<file path="src/rtl/spart_pkg.sv">
// SPART shared definitions: FSM states and framing constants,
// common to the receive and transmit paths.
package spart_pkg;

  localparam int OVERSAMPLE = 16;
  localparam int MID_SAMPLE = 7;
  localparam int DATA_BITS  = 8;

  typedef enum logic [2:0] {
    IDLE,
    START,
    DATA,
    STOP,
    BREAK
  } state_e;

endpackage

</file>
<file path="src/rtl/spart_baud_gen.sv">
// SPART baud generator: free-running down-counter that pulses
// tick_o once every divisor_i+1 clocks.
module spart_baud_gen (
  input  logic        clk,
  input  logic        rst,
  input  logic [15:0] divisor_i,
  output logic        tick_o
);

  logic [15:0] cnt_q;
  logic [15:0] cnt_d;

  assign tick_o = (cnt_q == 16'd0);

  // Reload on the tick edge so a new divisor applies next period
  assign cnt_d = tick_o ? divisor_i : cnt_q - 16'd1;

  always_ff @(posedge clk or posedge rst) begin
    if (rst) begin
      cnt_q <= 16'd0;
    end else begin
      cnt_q <= cnt_d;
    end
  end

endmodule

</file>
<file path="src/rtl/spart_rx.sv">
// SPART receiver: 8N1 deserializer with 16x oversampling and a
// one-entry receive buffer with framing/overrun status.
module spart_rx
  import spart_pkg::*;
(
  input  logic        clk,
  input  logic        rst,
  input  logic        rxd,
  input  logic [15:0] divisor,
  input  logic        rd_ack,
  output logic [7:0]  rx_data,
  output logic        rda,
  output logic        framing_err,
  output logic        overrun
);

  localparam logic [3:0] MID  = 4'(MID_SAMPLE);
  localparam logic [3:0] WRAP = 4'(OVERSAMPLE - 1);
  localparam logic [2:0] LAST = 3'(DATA_BITS - 1);

  logic       tick;
  logic [1:0] sync_q;
  logic       rxs;

  state_e     state_q, state_d;
  logic [3:0] scnt_q, scnt_d;
  logic [2:0] bidx_q, bidx_d;
  logic [7:0] sh_q, sh_d;
  logic       commit;

  logic [7:0] rx_data_q, rx_data_d;
  logic       rda_q, rda_d;
  logic       fe_q, fe_d;
  logic       ov_q, ov_d;

  spart_baud_gen u_baud (
    .clk       (clk),
    .rst       (rst),
    .divisor_i (divisor),
    .tick_o    (tick)
  );

  assign rxs = sync_q[1];

  always_comb begin
    state_d = state_q;
    scnt_d  = scnt_q;
    bidx_d  = bidx_q;
    sh_d    = sh_q;
    commit  = 1'b0;
    unique case (state_q)
      IDLE: begin
        if (!rxs) begin
          state_d = START;
          scnt_d  = 4'd0;
        end
      end
      START: begin
        if (tick) begin
          scnt_d = scnt_q + 4'd1;
          if (scnt_q == MID) begin
            scnt_d  = 4'd0;
            bidx_d  = 3'd0;
            state_d = rxs ? IDLE : DATA;
          end
        end
      end
      DATA: begin
        if (tick) begin
          scnt_d = scnt_q + 4'd1;
          if (scnt_q == WRAP) begin
            sh_d   = {rxs, sh_q[7:1]};
            bidx_d = bidx_q + 3'd1;
            if (bidx_q == LAST) begin
              state_d = STOP;
            end
          end
        end
      end
      STOP: begin
        if (tick) begin
          scnt_d = scnt_q + 4'd1;
          if (scnt_q == WRAP) begin
            commit  = 1'b1;
            state_d = rxs ? IDLE : BREAK;
          end
        end
      end
      BREAK: begin
        // Hold off start detection until the line recovers
        if (rxs) begin
          state_d = IDLE;
        end
      end
      default: state_d = IDLE;
    endcase
  end

  always_comb begin
    rx_data_d = rx_data_q;
    rda_d     = rda_q;
    fe_d      = fe_q;
    ov_d      = ov_q;
    if (commit) begin
      rx_data_d = sh_q;
      rda_d     = 1'b1;
      fe_d      = ~rxs;
      ov_d      = rda_q & ~rd_ack;
    end else if (rd_ack) begin
      rda_d = 1'b0;
      fe_d  = 1'b0;
      ov_d  = 1'b0;
    end
  end

  always_ff @(posedge clk or posedge rst) begin
    if (rst) begin
      sync_q    <= 2'b11;
      state_q   <= IDLE;
      scnt_q    <= 4'd0;
      bidx_q    <= 3'd0;
      sh_q      <= 8'h00;
      rx_data_q <= 8'h00;
      rda_q     <= 1'b0;
      fe_q      <= 1'b0;
      ov_q      <= 1'b0;
    end else begin
      sync_q    <= {sync_q[0], rxd};
      state_q   <= state_d;
      scnt_q    <= scnt_d;
      bidx_q    <= bidx_d;
      sh_q      <= sh_d;
      rx_data_q <= rx_data_d;
      rda_q     <= rda_d;
      fe_q      <= fe_d;
      ov_q      <= ov_d;
    end
  end

  assign rx_data     = rx_data_q;
  assign rda         = rda_q;
  assign framing_err = fe_q;
  assign overrun     = ov_q;

endmodule

</file>
<file path="config.mk">
export PLATFORM = sky130hd
export DESIGN_NAME = spart_rx
export DESIGN_NICKNAME = d
export VERILOG_FILES = /design/src/rtl/spart_pkg.sv /design/src/rtl/spart_baud_gen.sv /design/src/rtl/spart_rx.sv
export SDC_FILE = /design/constraint.sdc
export NUM_CORES = 1
export LEC_CHECK = 0
export CORE_AREA = 2 2 97 52
export DETAILED_ROUTE_END_ITERATION = 7
export DIE_AREA = 0 0 99 54
export PLACE_DENSITY = 0.78
export RECOVER_POWER = 100
export REMOVE_ABC_BUFFERS = 1
export SYNTH_ARGS = -nofsm -noshare
export SYNTH_HDL_FRONTEND = slang
export SYNTH_SLANG_ARGS = --single-unit
</file>
<file path="constraint.sdc">
create_clock -name clk -period 2.3 [get_ports clk]
set_input_delay 0.23 -clock clk [delete_from_list [all_inputs] [get_ports clk]]
set_output_delay 0.23 -clock clk [all_outputs]
set_load 0.02 [all_outputs]
</file>
==> out/summary.md, run 1 <==
For the met2 capacity usage during global routing, the log shows 0.2748. The number of warnings issued by yosys is 0. For the wire length of the first global-routing pass, the log shows 7921 microns.

The run gives 2385 sq um as the post-synth design cell area. The sequential share of the synthesized area was 0.4942; the utilization after layout was 0.6257. The type of the tightest min-delay check was flop to flop. STA puts the critical path data arrival time at 2330 ps. Entering global routing, the biggest net connects 48 pins. By startpoint and endpoint, the worst setup path is classified as flop to flop. In this run, synthesis inferred 0 flip-flops with an integrated enable. The clock sink count is 47. Input and output buffers added on the ports amount to 30.

Fill cells in the final layout number 369. The tools report the overall routing resource usage as 0.1911. The hold path startpoint was sync_q[0]. Summed over all nets, the half-perimeter wirelength after detailed placement is 3384 microns.

Violation count after the first detailed-routing iteration: 97. For the number of max-cap violations, the log shows 0. Setup violations remaining at the end of the flow were counted as 0. The run gives 0 as the sum of overflow across all layers after global routing.

Endpoint of the lowest-slack register-to-register path: sh_q[6]. For this run, the leading register cell type out of synthesis is dfrtp_1. The global routing stage identified its most utilized layer as met1.

The tools report the startpoint of the worst register-to-register path as u_baud.cnt_q[0]. The initialized floorplan defines 18 standard-cell rows. Summing over every cut layer, the via total after detailed routing is 1,806.

The fraction of registers with async set/reset was 1.000; the longest individual stage delay on the worst path was 420 ps. Global routing met1 resource utilization: 0.2942. Number of buffers and inverters on the critical path: 2. Relative to the synthesized area, the layout overhead comes to 21.14%. The run finished with clean final reports. Setup repair after global routing left no endpoint under its margin. Leaving out fill and tap cells, the most frequent cell in the layout is dfrtp_1. For the worst flop-to-flop path, the logic depth is 7. The met3 usage was 0.04935; the average via count per standard cell was 5.574. The part of the cycle the worst path needs was 0.9356; the static power due to leakage was 1.279 nW. After floorplanning, the core was sized to cover 4617 sq um.

The number of standard cells after synthesis was 227. After the last flow step, the layout net total stands at 288. The cell depth of the worst setup path works out to 7. TritonCTS built the clock tree. The most critical setup path has its startpoint at u_baud.cnt_q[0]. The logs give 0 for the number of diodes added for antenna fixing and 0.3554 mV for the highest ir drop seen on vdd. The starting density of the core was 0.5165. For this design the ratio of total power to cell area is 583.7 nW/um^2. The total routed wirelength is 4682 microns. Clock tree synthesis inserted a total of 5 buffers.

The tools report the end point of the critical path as sh_q[6]. Gates resized during post-CTS repair numbered 0. The number of global-route vias before repair was 1,640; the clock transition time at the flip-flop clock pins of the worst setup and hold paths was 90 ps.

At the worst endpoint, the required time is 2470 ps. Between clock sinks in the finished design, the worst skew comes to 11.44 ps. The buffer levels on the longest clock path was 2; the synthesized area per cell was 10.51 sq um.

Dominant delay contributor by cell family on the critical path: simple AND/OR/NAND/NOR gates. The run gives 0 as the hold buffer count at cts. The initial antenna violation count came out at 0.

Routability-driven placement finished with a final weighted congestion of 0.8539. The share of cells above drive strength 1 works out to 0.1780. The clock reaches the later pin of the worst-skew pair after 290 ps. The CTS root buffer is clkbuf_8.

STA classifies the critical path startpoint as a flop. For this run, design rule violations remaining after detail routing come to 0. The flip-flop and latch count after synthesis was 47; the die area was 5346 sq um.

The routed design could run at a clock period as short as 2152 ps. Leaving out fill and tap cells, the most frequent cells in the layout are dfrtp_1, nand2_1, mux2_2. The cell with the biggest individual delay on the critical path is dfrtp_1.

The worst-margin pin slew works out to 1176 ps. The fmax was 464.7 MHz. The worst register-to-register path has a setup slack of 150 ps. The logs give 0 for the number of hold violations in the final report and 368.8 ps for the worst hold slack. Number of H-tree levels: 2.

The first TritonRoute pass finished after 4 iterations. The final max-slew violation count is 0, and the y dimension of the die is 54 microns. After clock tree synthesis, the setup repair step added 0 buffers.

After detailed routing, the average wire length per cell comes to 14.45 microns. After synthesis, the netlist uses 45 different library cells. The floorplan step set the die width to 99 microns.

Top-level port count: 31. The tools report the kind of capture point of the worst setup path as a flop. The worst slew slack as a fraction of its limit was 0.2161. The highest fanout seen on the critical path works out to 9.

The count of nets left with antenna violations once routing finished came out at 0. The critical path goes through inv_1 -> ha_1 -> nor3b_2 -> nand4_2 -> nor4_4 -> buf_4 -> mux2_2.
## report_power, final
part	total, W	internal [W]	switching [W]
clock	0.000487	0.000215	0.000272
combinational	0.000219	0.000114	0.000105
sequential	0.000980	0.000890	0.0000906
total	0.00169	0.00122	0.000467
## final cells by class
type,instances,area [sq um],share of cell area
Sequential cell,47,1179,0.4080
Multi-Input combinational cell,160,1139,0.3941
Timing Repair Buffer,41,380.4,0.1317
Tap cell,60,75.07,0.02599
Clock buffer,6,72.57,0.02512
Inverter,8,30.03,0.01039
Clock inverter,2,13.76,0.004764
## metrics by stage
step / setup TNS [ps] / setup WS [ps] / std cells / area, sq um / total power, W
2_1_floorplan: -8702 / -655.4 / 215 / 2333 / 0.001113
3_3_place_gp: 0 / 196.7 / 316 / 2804 / 0.001196
3_5_place_dp: 0 / 82.92 / 316 / 2804 / 0.001205
4_1_cts: 0 / 52.85 / 324 / 2890 / 0.001696
5_1_grt: 0 / 15.67 / 324 / 2889 / 0.001778
6_report: 0 / 148.2 / 324 / 2889 / 0.001686
## Yosys cell counts (2+ instances only)
cell       n  area [sq um]
or4_1      4         30.03
nor4_2     2         25.02
o21ai_0   16         80.08
dfstp_2    2         52.55
nor4_4     2         42.54
or2_2      3         18.77
ha_1       5         62.56
or3_1      2         12.51
nand2b_1   5         31.28
a21oi_1    6         30.03
nand3_1    9         45.04
nand3b_1   2         15.01
clkbuf_1   5         18.77
nor3b_1    3         22.52
inv_1      8         30.03
mux2i_1    4         40.04
nor2_1    12         45.04
nor2b_1    2         12.51
buf_1      2         7.510
nand4b_1   2         17.52
a22oi_1    3         22.52
dfrtp_1   45          1126
buf_2      5         25.02
nand4_1    2         12.51
nand2_1   24         90.09
nor4_1     3         18.77
a221o_1    2         20.02
xor2_1     6         52.55
mux2_2    18         202.7
xnor2_1    3         26.28
nor3_1     6         30.03
## worst min-delay path by stage
stage,to,slack (ps),cells past startpoint
2_1_floorplan,sync_q[0],230,0
3_3_place_gp,sync_q[1],350,0
3_5_place_dp,sync_q[1],350,0
4_1_cts,u_baud.cnt_q[6],290,3
5_1_grt,sync_q[1],370,0
6_report,sync_q[1],370,0
## sequential cells by signal, summed over array words and instances, names as in the netlist
signal        count
rda               1
state_q           3
sh_q              8
sync_q            2
u_baud.cnt_q     16
framing_err       1
rx_data           8
bidx_q            3
scnt_q            4
overrun           1
## layer usage
| metal | routed length, microns | part of all wire |
|---|---|---|
| met5 | 0 | 0 |
| met4 | 12 | 0.0026 |
| met3 | 307 | 0.066 |
| met2 | 1833 | 0.39 |
| met1 | 2529 | 0.54 |
## cell families (layout without fill, tap and decap cells)
family | Yosys count | count (layout) | synth area share
AOI/OAI and AO/OA | 37 | 37 | 0.09812
DFF | 47 | 47 | 0.4942
and+or+nand+nor | 87 | 87 | 0.2125
buffers and inverters | 20 | 57 | 0.03410
adders and majority gates | 5 | 5 | 0.02623
xor gates and xnor gates | 9 | 9 | 0.03306
muxes | 22 | 22 | 0.1018
Note: power is estimated with default switching activity, not from simulation.
==> run 2, diff against run 1 <==
Settings changed: CTS_CLUSTER_SIZE set to 14.
==> results of run 2 <==
Same layout as run 1: the final DEF is identical, and so are final timing and power.
